## config.mk

```make
export PLATFORM = sky130hd
export DESIGN_NAME = cmd_start_pulser_flat
export DESIGN_NICKNAME = d
export VERILOG_FILES = /design/src/rtl/cmd_start_pulser_if.sv /design/src/rtl/cmd_start_pulser.sv /design/src/flat_wrapper.sv
export SDC_FILE = /design/constraint.sdc
export NUM_CORES = 1
export LEC_CHECK = 0
export CORE_ASPECT_RATIO = 0.8
export CORE_MARGIN = 1.5
export CORE_UTILIZATION = 50
export DETAILED_ROUTE_END_ITERATION = 7
export PLACE_DENSITY_LB_ADDON = 0.05
export REMOVE_ABC_BUFFERS = 1
export SYNTH_ARGS = -nofsm -noshare
export SYNTH_HDL_FRONTEND = slang
export SYNTH_SLANG_ARGS = --single-unit
```

## constraint.sdc

```tcl
create_clock -name BUS_CLK -period 4.8 [get_ports BUS_CLK]
set_input_delay 0.96 -clock BUS_CLK [delete_from_list [all_inputs] [get_ports BUS_CLK]]
set_output_delay 0.96 -clock BUS_CLK [all_outputs]
set_load 0.05 [all_outputs]
```

## src/rtl/cmd_start_pulser_if.sv

```systemverilog
// ---------------------------------------------------------------------------
// cmd_start_pulser_if : 8-bit MultiIO register bus shared with the pulser.
// Revision: 1.0
// ---------------------------------------------------------------------------
`default_nettype none

interface cmd_start_pulser_if;
  logic [15:0] BUS_ADD;
  logic [7:0]  BUS_DATA_IN;
  logic        BUS_RD;
  logic        BUS_WR;
  logic [7:0]  BUS_DATA_OUT;

  modport master (
    output BUS_ADD,
    output BUS_DATA_IN,
    output BUS_RD,
    output BUS_WR,
    input  BUS_DATA_OUT
  );

  modport slave (
    input  BUS_ADD,
    input  BUS_DATA_IN,
    input  BUS_RD,
    input  BUS_WR,
    output BUS_DATA_OUT
  );
endinterface

`default_nettype wire

```

## src/rtl/cmd_start_pulser.sv

```systemverilog
// ---------------------------------------------------------------------------
// cmd_start_pulser : programmable delay/width/repeat trigger pulse generator.
// Optional PULSE_CNT counter enabled by defining CMD_PULSER_PULSE_CNT_EN.
// Revision: 1.0
// ---------------------------------------------------------------------------
`default_nettype none

module cmd_start_pulser #(
  parameter int BASEADDR_BITS = 4
) (
  input  wire logic         BUS_CLK,
  input  wire logic         BUS_RST_N,
  cmd_start_pulser_if.slave bus,
  input  wire logic         EXT_START,
  output logic              PULSE_OUT,
  output logic              BUSY
);

  typedef enum logic [1:0] {
    S_IDLE = 2'd0,
    S_DLY  = 2'd1,
    S_HIGH = 2'd2
  } state_t;

  state_t      r_state;
  logic        r_busy;
  logic        r_active;
  logic [15:0] r_dly_cnt;
  logic [15:0] r_wid_cnt;
  logic [15:0] r_rep_cnt;

  logic [7:0]  r_ctrl;
  logic [15:0] r_delay;
  logic [15:0] r_width;
  logic [15:0] r_repeat;
  logic [2:0]  r_sync;
  logic [7:0]  r_data_out;

  logic        w_addr_ok;
  logic [3:0]  w_idx;
  logic        w_wr;
  logic        w_soft_rst;
  logic        w_bus_start;
  logic        w_ext_edge;
  logic        w_trigger;
  logic        w_accept;
  logic [15:0] w_width_eff;
  logic        w_wid_done;
  logic        w_last;
  logic        w_enter_high;
  logic [15:0] w_pulse_cnt;
  logic [7:0]  w_rd_data;

  assign w_addr_ok   = ((bus.BUS_ADD >> BASEADDR_BITS) == 16'h0000);
  assign w_idx       = bus.BUS_ADD[3:0];
  assign w_wr        = bus.BUS_WR && w_addr_ok;
  assign w_soft_rst  = w_wr && (w_idx == 4'd0);
  assign w_bus_start = w_wr && (w_idx == 4'd1);

  // Edge detect on the 2nd/3rd flops so the trigger is sampled 3 edges after the pin moves
  assign w_ext_edge = r_ctrl[1] ? (!r_sync[1] && r_sync[2]) : (r_sync[1] && !r_sync[2]);
  assign w_trigger  = w_bus_start || (r_ctrl[0] && w_ext_edge);
  assign w_accept   = (r_state == S_IDLE) && w_trigger && !w_soft_rst;

  assign w_width_eff  = (r_width == 16'h0000) ? 16'h0001 : r_width;
  assign w_wid_done   = (r_wid_cnt == (w_width_eff - 16'h0001));
  assign w_last       = (r_repeat != 16'h0000) && (r_rep_cnt == r_repeat);
  // DELAY=0 chains repetitions back to back with no low cycle in between
  assign w_enter_high = !w_soft_rst &&
                        (((r_state == S_DLY) && (r_dly_cnt == r_delay)) ||
                         ((r_state == S_HIGH) && w_wid_done && !w_last && (r_delay == 16'h0000)));

  always_ff @(posedge BUS_CLK or negedge BUS_RST_N) begin
    if (!BUS_RST_N) begin
      r_ctrl   <= 8'h00;
      r_delay  <= 16'h0000;
      r_width  <= 16'h0001;
      r_repeat <= 16'h0001;
    end else if (w_soft_rst) begin
      r_ctrl   <= 8'h00;
      r_delay  <= 16'h0000;
      r_width  <= 16'h0001;
      r_repeat <= 16'h0001;
    end else if (w_wr) begin
      case (w_idx)
        4'd2:    r_ctrl          <= bus.BUS_DATA_IN;
        4'd3:    r_delay[7:0]    <= bus.BUS_DATA_IN;
        4'd4:    r_delay[15:8]   <= bus.BUS_DATA_IN;
        4'd5:    r_width[7:0]    <= bus.BUS_DATA_IN;
        4'd6:    r_width[15:8]   <= bus.BUS_DATA_IN;
        4'd7:    r_repeat[7:0]   <= bus.BUS_DATA_IN;
        4'd8:    r_repeat[15:8]  <= bus.BUS_DATA_IN;
        default: ;
      endcase
    end
  end

  always_ff @(posedge BUS_CLK or negedge BUS_RST_N) begin
    if (!BUS_RST_N) begin
      r_sync <= 3'b000;
    end else begin
      r_sync <= {r_sync[1:0], EXT_START};
    end
  end

  always_ff @(posedge BUS_CLK or negedge BUS_RST_N) begin
    if (!BUS_RST_N) begin
      r_state   <= S_IDLE;
      r_busy    <= 1'b0;
      r_active  <= 1'b0;
      r_dly_cnt <= 16'h0000;
      r_wid_cnt <= 16'h0000;
      r_rep_cnt <= 16'h0000;
    end else if (w_soft_rst) begin
      r_state   <= S_IDLE;
      r_busy    <= 1'b0;
      r_active  <= 1'b0;
      r_dly_cnt <= 16'h0000;
      r_wid_cnt <= 16'h0000;
      r_rep_cnt <= 16'h0000;
    end else begin
      case (r_state)
        S_IDLE: begin
          if (w_trigger) begin
            r_state   <= S_DLY;
            r_busy    <= 1'b1;
            r_dly_cnt <= 16'h0000;
            r_rep_cnt <= 16'h0001;
          end
        end
        S_DLY: begin
          if (r_dly_cnt == r_delay) begin
            r_state   <= S_HIGH;
            r_active  <= 1'b1;
            r_wid_cnt <= 16'h0000;
          end else begin
            r_dly_cnt <= r_dly_cnt + 16'h0001;
          end
        end
        S_HIGH: begin
          if (!w_wid_done) begin
            r_wid_cnt <= r_wid_cnt + 16'h0001;
          end else if (w_last) begin
            r_state  <= S_IDLE;
            r_busy   <= 1'b0;
            r_active <= 1'b0;
          end else begin
            if (r_rep_cnt != 16'hFFFF) begin
              r_rep_cnt <= r_rep_cnt + 16'h0001;
            end
            r_wid_cnt <= 16'h0000;
            if (r_delay != 16'h0000) begin
              r_state   <= S_DLY;
              r_active  <= 1'b0;
              r_dly_cnt <= 16'h0001;
            end
          end
        end
        default: begin
          r_state  <= S_IDLE;
          r_busy   <= 1'b0;
          r_active <= 1'b0;
        end
      endcase
    end
  end

`ifdef CMD_PULSER_PULSE_CNT_EN
  logic [15:0] r_pulse_cnt;

  always_ff @(posedge BUS_CLK or negedge BUS_RST_N) begin
    if (!BUS_RST_N) begin
      r_pulse_cnt <= 16'h0000;
    end else if (w_soft_rst || w_accept) begin
      r_pulse_cnt <= 16'h0000;
    end else if (w_enter_high && (r_pulse_cnt != 16'hFFFF)) begin
      r_pulse_cnt <= r_pulse_cnt + 16'h0001;
    end
  end

  assign w_pulse_cnt = r_pulse_cnt;
`else
  assign w_pulse_cnt = 16'h0000;
`endif

  always_comb begin
    w_rd_data = 8'h00;
    if (w_addr_ok) begin
      case (w_idx)
        4'd1:    w_rd_data = {7'b0000000, (r_state == S_IDLE)};
        4'd2:    w_rd_data = r_ctrl;
        4'd3:    w_rd_data = r_delay[7:0];
        4'd4:    w_rd_data = r_delay[15:8];
        4'd5:    w_rd_data = r_width[7:0];
        4'd6:    w_rd_data = r_width[15:8];
        4'd7:    w_rd_data = r_repeat[7:0];
        4'd8:    w_rd_data = r_repeat[15:8];
        4'd9:    w_rd_data = w_pulse_cnt[7:0];
        4'd10:   w_rd_data = w_pulse_cnt[15:8];
        default: w_rd_data = 8'h00;
      endcase
    end
  end

  always_ff @(posedge BUS_CLK or negedge BUS_RST_N) begin
    if (!BUS_RST_N) begin
      r_data_out <= 8'h00;
    end else begin
      r_data_out <= bus.BUS_RD ? w_rd_data : 8'h00;
    end
  end

  assign bus.BUS_DATA_OUT = r_data_out;
  assign PULSE_OUT        = r_active ^ r_ctrl[2];
  assign BUSY             = r_busy;

endmodule

`default_nettype wire

```

## src/flat_wrapper.sv

```systemverilog
// flat-port wrapper written by rule: the top's interface ports become plain ports
module cmd_start_pulser_flat 
#(
  parameter int BASEADDR_BITS = 4
)
  (BUS_CLK, BUS_RST_N, EXT_START, PULSE_OUT, BUSY, bus_BUS_ADD, bus_BUS_DATA_IN, bus_BUS_RD, bus_BUS_WR, bus_BUS_DATA_OUT);
  cmd_start_pulser_if bus_i ();
  input  wire logic BUS_CLK;
  input  wire logic BUS_RST_N;
  input  wire logic EXT_START;
  output logic PULSE_OUT;
  output logic BUSY;
  input wire logic [$bits(bus_i.BUS_ADD)-1:0] bus_BUS_ADD;
  input wire logic [$bits(bus_i.BUS_DATA_IN)-1:0] bus_BUS_DATA_IN;
  input wire logic [$bits(bus_i.BUS_RD)-1:0] bus_BUS_RD;
  input wire logic [$bits(bus_i.BUS_WR)-1:0] bus_BUS_WR;
  output wire logic [$bits(bus_i.BUS_DATA_OUT)-1:0] bus_BUS_DATA_OUT;
  assign bus_i.BUS_ADD = bus_BUS_ADD;
  assign bus_i.BUS_DATA_IN = bus_BUS_DATA_IN;
  assign bus_i.BUS_RD = bus_BUS_RD;
  assign bus_i.BUS_WR = bus_BUS_WR;
  assign bus_BUS_DATA_OUT = bus_i.BUS_DATA_OUT;
  cmd_start_pulser #(.BASEADDR_BITS(BASEADDR_BITS)) u_core (.BUS_CLK(BUS_CLK), .BUS_RST_N(BUS_RST_N), .bus(bus_i), .EXT_START(EXT_START), .PULSE_OUT(PULSE_OUT), .BUSY(BUSY));
endmodule
```

After elaboration in Yosys (flattened, before gate mapping)

Cells that the tools add are included.

Input port bits: 29
Register bits: 119
Output and inout port bits: 10
Word-level logic and storage cells: 142

Mux-type cells: 56
Add/subtract/negate cells: 4
Equality and inequality tests: 26
Bitwise logic cells: 1
Reductions and logical operators: 40

Operators by type and width:

| cell                  | count |
|---|---|
| $mux 16               | 22 |
| $mux 8                | 11 |
| $pmux 16 s2           | 2 |
| $pmux 8 s8            | 1 |
| $add 16x1->16 const B | 3 |
| $eq 16x16->1          | 3 |
| $pmux 16 s3           | 1 |
| $logic_not 16->1      | 2 |
| $reduce_bool 16->1    | 2 |
| $eq 4x3->1 const B    | 4 |
| $ne 16x16->1 const B  | 1 |
| $reduce_bool 2->1     | 8 |
| $sub 16x1->16 const B | 1 |
| $ne 3x2->1 const B    | 5 |
| $reduce_and 2->1      | 7 |
| $mux 2                | 6 |
| $reduce_and 4->1      | 3 |
| $mux 1                | 10 |
| $ne 3x1->1 const B    | 3 |
| $eq 4x2->1 const B    | 2 |
| $logic_and 1x1->1     | 7 |
| $pmux 1 s3            | 2 |
| $pmux 2 s3            | 1 |
| $reduce_and 6->1      | 1 |
| 16 further kinds      | 19 |

Depth between registers and ports, before layout

Gate-level depths: netlist of run 1.

Depth after elaboration: 8
Gate-level depth with buffers: 16
Mapped depth without buffers: 12

Least setup slack after synthesis of run 1

No wires, ideal clock.

Kind: reg2reg
Start point: register u_core.r_width[2]
End point: register u_core.r_dly_cnt[12]
Cell stages (with the launch flop): 17
Setup time: 0.095 ns
Arrival time: 3.753 ns
Period minus slack after synthesis: 3.849 ns
Slack: 0.951 ns
Buffers on the path: 4
Data required time: 4.705 ns
Path through: dfrtp_1 > buf_6 > or4_4 > buf_6 > nor4_2 > nor2_1 > ha_1 > xor2_1 > xnor2_1 > nand4b_1 > nand4bb_1 > a21oi_1 > a21oi_2 > or4_1 > buf_2 > buf_6 > o31ai_1

Longest elaborated chain between the ends: 6

Ends and longest elaborated chain:

| item                                  | RTL line                | RTL |
|---|---|---|
| start, declared                       | cmd_start_pulser.sv:34  | `logic [15:0] r_width;` |
| start signal, assigned                | cmd_start_pulser.sv:89  | `4'd5: r_width[7:0] <= bus.BUS_DATA_IN;` |
| $logic_not 16->1                      | cmd_start_pulser.sv:65  | `assign w_width_eff = (r_width == 16'h0000) ? 16'h0001 : r_width;` |
| $mux 16 (*)                           | cmd_start_pulser.sv:65  |  |
| $sub 16x1->16 (*)                     | cmd_start_pulser.sv:66  | `assign w_wid_done = (r_wid_cnt == (w_width_eff - 16'h0001));` |
| $eq 16x16->1 (*)                      | cmd_start_pulser.sv:66  |  |
| $ne 3x1->1 (no source line) (*)       | --                      |  |
| $reduce_and 6->1 (no source line) (*) | --                      |  |
| end signal, assigned                  | cmd_start_pulser.sv:137 | `r_dly_cnt <= r_dly_cnt + 16'h0001;` |
| end, declared                         | cmd_start_pulser.sv:28  | `logic [15:0] r_dly_cnt;` |

Every way passes the cells marked *; elsewhere a longest branch is shown, timed or not.
A chain may end at the register's enable or synchronous reset.

Worst setup path after layout of run 1

Start point: register u_core.r_width[4]
End point: register u_core.r_dly_cnt[9]

Same word-level chain as after synthesis.

==> results of run 1 <==
-- cell type report --
class | instances | share of cell area (%)
Sequential cell | 119 | 34.9
Multi-Input combinational cell | 571 | 48.1
Clock inverter | 13 | 2.29
Tap cell | 184 | 2.70
Timing Repair Buffer | 57 | 6.10
Inverter | 17 | 0.748
Clock buffer | 18 | 5.15
-- sequential cells by signal, summed over array words and instances, names as in the netlist --
register / count
u_core.r_delay: 16
u_core.r_dly_cnt: 16
u_core.r_rep_cnt: 16
u_core.r_repeat: 16
u_core.r_wid_cnt: 16
u_core.r_width: 16
u_core.bus.BUS_DATA_OUT: 8
u_core.r_ctrl: 8
u_core.r_sync: 3
u_core.r_state: 2
u_core.BUSY: 1
u_core.r_active: 1
-- how the worst max path moves through the flow --
stage	end	slack [ps]	depth (start not counted)
after CTS	u_core.r_rep_cnt[7]$_DFFE_PN0P_	320	12
final	u_core.r_dly_cnt[9]$_DFFE_PN0P_	340	12
after global placement	u_core.r_rep_cnt[11]$_DFFE_PN0P_	400	12
after floorplan	u_core.r_wid_cnt[6]$_DFFE_PN0P_	130	12
after global routing	u_core.r_rep_cnt[7]$_DFFE_PN0P_	140	12
after detailed placement	u_core.r_rep_cnt[7]$_DFFE_PN0P_	320	12
-- cell usage after synthesis, types with 3 or more instances --
master	instances	area share, %
o41ai_1	18	2.1
clkbuf_1	36	1.8
buf_2	3	0.20
mux2_2	51	7.8
or3_1	9	0.77
a22o_1	7	0.84
a31o_2	3	0.36
nand4bb_1	3	0.46
nand3b_1	7	0.72
a22oi_1	4	0.41
a21o_1	6	0.61
xor2_1	5	0.60
and2_1	15	1.3
a211o_1	4	0.48
mux2i_1	15	2.0
a221oi_1	5	0.60
nor2_1	59	3.0
nand2_1	32	1.6
mux4_2	4	1.2
xnor2_1	41	4.9
inv_1	17	0.87
nand2b_1	11	0.94
a21oi_1	23	1.6
o21ai_0	26	1.8
o31ai_1	34	3.5
nor2b_1	7	0.60
o211ai_1	4	0.41
buf_6	3	0.46
nand3_1	25	1.7
nor4_1	19	1.6
or4_1	7	0.72
nor3_1	17	1.2
buf_1	4	0.20
nand4_1	18	1.5
and3_1	29	2.5
a31oi_1	5	0.43
nor4bb_1	3	0.41
dfrtp_1	117	40
nor3b_1	4	0.41
ha_1	8	1.4
o21bai_1	3	0.31
-- through the flow --
stage	power (W)	hold slack (ps)	std cells	worst slack (ps)	utilization (%)
after floorplan	0.00117	331	707	129	-
after CTS	0.00267	360	979	323	59.6
after global routing	0.00274	381	979	138	59.7
final	0.00265	360	979	337	59.7
after detailed placement	0.00128	336	948	320	55.2
after global placement	0.00127	341	948	398	55.2
-- layer usage --
| metal | wire length [um] | part of all wire, % |
|---|---|---|
| met5 | 0 | 0 |
| met4 | 397 | 1.8 |
| met3 | 2030 | 9.0 |
| met2 | 9240 | 41 |
| met1 | 10800 | 48 |
-- power by group --
part	switching [W]	internal (W)
Clock	0.000506	0.000886
Combinational	0.000110	0.0000872
Sequential	0.0000399	0.00102
-- logic make-up after synthesis --
family                     share of synthesized area (%)
xor gates and xnor gates                            5.49
adders and majority gates                           1.36
buffers and inverters                               3.58
and+or+nand+nor                                     21.2
AOI/OAI and AO/OA                                   16.6
muxes                                               11.1
DFF                                                 40.6
-- worst register-to-register path, stage by stage (launching register included) --
cell      delay (ps)
dfrtp_1          500
or4_1            690
nor4_4           430
nor2_1            80
ha_1             240
nor3b_1          200
nand4_1          150
nand4_1          210
a32oi_2          280
and4bb_4         290
a21oi_2          110
or4_1            800
o31ai_1          380
==> results.sh, run 1 <==
export IMPL_busiest_layer="met1"
export IMPL_wl_um=22400
export IMPL_design_area_um2=8540
export IMPL_min_period_ps=4460
export IMPL_worstPathMaxFanout=14
export IMPL_met3_usage_pct=8.13
export IMPL_n_fill_cell=1200
export IMPL_fp_coreArea_um2=14300
export IMPL_holdCritStartpoint="u_core.r_sync[0]$_DFF_PN0_"
export IMPL_status="finished clean"
export IMPL_vias_per_cell=6.58
export IMPL_syn_avg_cell_area_um2=9.74
export IMPL_groute_usage_overall_pct=30.1
export IMPL_clock_skew_ps=9.89
export IMPL_hold_violations=0
export IMPL_num_rows=39
export IMPL_cellPowerDensity_nw_per_um2=311
export IMPL_final_cell_mix="dfrtp_1, nor2_1, mux2_2, xnor2_1, clkdlybuf4s50_1"
export IMPL_die_h_um=111
export IMPL_cts_num_sinks=119
export IMPL_synth_edff_count=0
export IMPL_grt_pass1_wl_um=35800
export IMPL_grt_pass1_vias=6164
export IMPL_setup_violations=0
export IMPL_hold_depth=0
export IMPL_worstPathArrival_ps=4780
export IMPL_numCtsBuffers=17
export IMPL_critPathKind="register to register"
export IMPL_drtIter0Drc=791
export IMPL_netlist_area_um2=7330
export IMPL_tightest_slew_ps=1090
export IMPL_ctsResizeCount=0
export IMPL_synth_cell_types=74
export IMPL_start_util_pct=51.3
export IMPL_clockBufferDepth=2
export IMPL_startpoint="u_core.r_width[4]$_DFFE_PN0P_"
export IMPL_fin_tns_setup_ps=0
export IMPL_final_common_cell="dfrtp_1"
export IMPL_irDropWorstVdd_v=0.000320
export IMPL_reg2regPathDepth=12
export IMPL_synth_seq_cells=119
export IMPL_start_kind="register"
export IMPL_required_ps=5110
export IMPL_clkLatencyLatePin_ps=430
export IMPL_place_area_um2=7890
export IMPL_p_leak_nw=3.67
export IMPL_end_kind="register"
export IMPL_hold_class="register to register"
export IMPL_cpMaxStageDelayCell="or4_1"
export IMPL_slew_violations=0
export IMPL_overflow=0
export IMPL_synthCells=753
export IMPL_die_w_um=138
export IMPL_cp_num_buf_inv=0
export IMPL_ys_async_sr_fraction_pct=100
export IMPL_drc=0
export IMPL_cts_root_buf="clkbuf_16"
export IMPL_antennaDiodeCount=0
export IMPL_rrSetupSlack_ps=340
export IMPL_r2r_end="u_core.r_dly_cnt[9]$_DFFE_PN0P_"
export IMPL_fin_crit_sh_pct=93.0
export IMPL_cap_violations=0
export IMPL_holdPathEnd="u_core.r_sync[1]$_DFF_PN0_"
export IMPL_rsz0062_at_grt="no"
export IMPL_grt_max_degree=62
export IMPL_first_pass_iters=5
export IMPL_crit_family="simple AND/OR/NAND/NOR gates"
export IMPL_path_clk_slew_ps=60
export IMPL_fmax_mhz=224
export IMPL_cts_htree_levels=4
export IMPL_place_congestion=0.932
export IMPL_io_pins=39
export IMPL_crit_chain="or4_1 -> nor4_4 -> nor2_1 -> ha_1 -> nor3b_1 -> nand4_1 -> nand4_1 -> a32oi_2 -> and4bb_4 -> a21oi_2 -> or4_1 -> o31ai_1"
export IMPL_met1_usage_pct=44.9
export IMPL_io_buffers=38
export IMPL_ctsHoldBuffers=0
export IMPL_relSlewSlack_pct=26.8
export IMPL_wl_per_cell_um=22.9
export IMPL_cts_tree="built"
export IMPL_synth_warnings=0
export IMPL_synth_ff_type="dfrtp_1"
export IMPL_hpwl_um=16200
export IMPL_final_nets=820
export IMPL_max_stage_delay_ps=790
export IMPL_seqCellArea_um2=2980
export IMPL_area_growth_pct=16.4
export IMPL_r2r_start="u_core.r_width[4]$_DFFE_PN0P_"
export IMPL_dieArea_um2=15400
export IMPL_drive_gt1_share_pct=15.3
export IMPL_ys_seq_area_share_pct=40.6
export IMPL_grt_use_met2_pct=42.1
export IMPL_antenna_found_initial=0
export IMPL_multi_input_area_um2=4110
export IMPL_vias=6438
export IMPL_detail_route_antenna_nets=0
export IMPL_cts_setup_buffers=0
Note: power is estimated with default switching activity, not from simulation.
==> run 2, diff against run 1 <==
--- a/config.mk
+++ b/config.mk
@@ -5,6 +5,7 @@
 export SDC_FILE = /design/constraint.sdc
 export NUM_CORES = 1
 export LEC_CHECK = 0
+export CAP_MARGIN = 20
 export CORE_ASPECT_RATIO = 0.8
 export CORE_MARGIN = 1.5
 export CORE_UTILIZATION = 50
==> run 2 against run 1 <==
- die area stayed put
- global-route usage unchanged
- clock power about the same
==> results.sh, run 2 (same netlist as run 1, synthesis figures left out) <==
export IMPL_status="finished clean"
export IMPL_drtIter0Drc=832
export IMPL_detail_route_antenna_nets=0
export IMPL_antennaDiodeCount=0
export IMPL_final_common_cell="dfrtp_1"
export IMPL_tightest_slew_ps=778
export IMPL_hpwl_um=16200
export IMPL_slew_violations=0
export IMPL_cp_endpoint="u_core.r_dly_cnt[9]$_DFFE_PN0P_"
export IMPL_fp_coreArea_um2=14300
export IMPL_setup_violations=0
export IMPL_io_pins=39
export IMPL_path_clk_slew_ps=60
export IMPL_area_growth_pct=16.5
export IMPL_ctsHoldBuffers=0
export IMPL_io_buffers=38
export IMPL_cts_tree="built"
export IMPL_net_switching_power_w=0.000657
export IMPL_cts_root_buf="clkbuf_16"
export IMPL_p_leak_nw=3.67
export IMPL_start_util_pct=51.3
export IMPL_n_fill_cell=1200
export IMPL_antenna_found_initial=0
export IMPL_hold_class="register to register"
export IMPL_cts_num_sinks=119
export IMPL_die_w_um=138
export IMPL_grt_pass1_vias=6164
export IMPL_vias=6478
export IMPL_place_congestion=0.932
export IMPL_clockBufferDepth=2
export IMPL_final_cell_mix="dfrtp_1, nor2_1, mux2_2, xnor2_1, clkdlybuf4s50_1"
export IMPL_vias_per_cell=6.61
export IMPL_overflow=0
export IMPL_critPathKind="register to register"
export IMPL_combPwrFrac_pct=7.4
export IMPL_final_nets=821
export IMPL_worst_slack_ps=325
export IMPL_fin_crit_sh_pct=93.2
export IMPL_cellPowerDensity_nw_per_um2=311
export IMPL_rsz0062_at_grt="no"
export IMPL_numCtsBuffers=17
export IMPL_cap_violations=0
export IMPL_groute_usage_overall_pct=30.1
export IMPL_dieArea_um2=15400
export IMPL_grt_max_degree=62
export IMPL_die_h_um=111
export IMPL_wl_um=22400
export IMPL_hold_depth=0
export IMPL_worstPathArrival_ps=4790
export IMPL_sw_frac_of_total_pct=24.8
export IMPL_required_ps=5110
export IMPL_power_frac_seq_pct=40.1
export IMPL_drive_gt1_share_pct=15.5
export IMPL_grt_pass1_wl_um=35800
export IMPL_first_pass_iters=5
export IMPL_intPower_w=0.00200
export IMPL_startpoint="u_core.r_width[4]$_DFFE_PN0P_"
export IMPL_clkLatencyLatePin_ps=430
export IMPL_fin_tns_setup_ps=0
export IMPL_relSlewSlack_pct=48.1
export IMPL_wl_per_cell_um=22.9
export IMPL_cts_htree_levels=4
export IMPL_drc=0
export IMPL_p_clk_share_pct=52.5
export IMPL_num_rows=39
export IMPL_rrSetupSlack_ps=330
export IMPL_fmax_mhz=223
export IMPL_min_period_ps=4470
export IMPL_end_kind="register"
export IMPL_irDropWorstVdd_v=0.000321
export IMPL_pre_cts_ws_ps=320
export IMPL_start_kind="register"
export IMPL_worstPathMaxFanout=14
export IMPL_clock_skew_ps=9.49
export IMPL_r2r_start="u_core.r_width[4]$_DFFE_PN0P_"
export IMPL_reg2regPathDepth=12
export IMPL_r2r_end="u_core.r_dly_cnt[9]$_DFFE_PN0P_"
export IMPL_hold_violations=0
[run 2: changes by cell type in the layout (fill, tap and decap cells not counted), sizes merged]
cell  before  now
buf       20   21
[run 2: what timing repair did]
| action | in CTS | in global routing |
|---|---|---|
| endpoints found under the setup margin | 0 | 10 |
| resized for setup | 0 | 2 |
| setup buffers | 0 | 0 |
[run 2: final cells by class]
cell class              instances  area [um^2]  share of cell area, %
clock inverters                13          195                   2.28
inverters                      17         63.8                  0.747
clock buffers                  18          439                   5.14
repair buffers                 58          528                   6.18
well taps                     184          230                   2.69
flip-flops and latches        119         2980                   34.9
multi-input cells             571         4110                   48.1
[run 2: metrics by stage]
stage	hold slack [ps]	cell area, um^2	utilization [%]	power (W)	std cells
3_5_place_dp	336	7890	55.2	0.00128	948
4_1_cts	360	8530	59.6	0.00267	979
5_1_grt	381	8540	59.8	0.00274	980
3_3_place_gp	341	7890	55.2	0.00127	948
2_1_floorplan	331	7140	-	0.00117	707
6_report	360	8540	59.8	0.00266	980
[run 2: worst min path at each step]
stage | startpoint | to
after global routing | u_core.r_sync[0]$_DFF_PN0_ | u_core.r_sync[1]$_DFF_PN0_
final | u_core.r_sync[0]$_DFF_PN0_ | u_core.r_sync[1]$_DFF_PN0_
after global placement | u_core.r_sync[0]$_DFF_PN0_ | u_core.r_sync[1]$_DFF_PN0_
after floorplan | u_core.r_sync[0]$_DFF_PN0_ | u_core.r_sync[1]$_DFF_PN0_
after detailed placement | u_core.r_sync[0]$_DFF_PN0_ | u_core.r_sync[1]$_DFF_PN0_
after CTS | u_core.r_sync[0]$_DFF_PN0_ | u_core.r_sync[1]$_DFF_PN0_
[run 2: routing by layer]
layer | GRT usage (%) | vias up | part of all wire [%]
met3 | 8.13 | 36 | 8.2
met1 | 44.9 | 3211 | 48
met4 | 10.2 | 0 | 1.9
li1 | - | 2924 | -
met5 | 0 | - | 0
met2 | 42.1 | 307 | 41
[run 2: critical path: stages, from the launching register on]
cell	delay, ps
dfrtp_1	500
or4_1	680
nor4_4	440
nor2_1	80
ha_1	240
nor3b_1	200
nand4_1	140
nand4_1	210
a32oi_2	280
and4bb_4	290
a21oi_2	100
or4_1	790
o31ai_1	380
[run 2: power by group through the flow]
| stage | Clock, W | Sequential, W | Combinational, W |
|---|---|---|---|
| detailed placement | 0 | 0.00108 | 0.000196 |
| global route | 0.00145 | 0.00107 | 0.000217 |
| floorplan | 0 | 0.00107 | 0.000106 |
| CTS | 0.00140 | 0.00106 | 0.000196 |
| finish | 0.00139 | 0.00106 | 0.000197 |
| global placement | 0 | 0.00108 | 0.000192 |
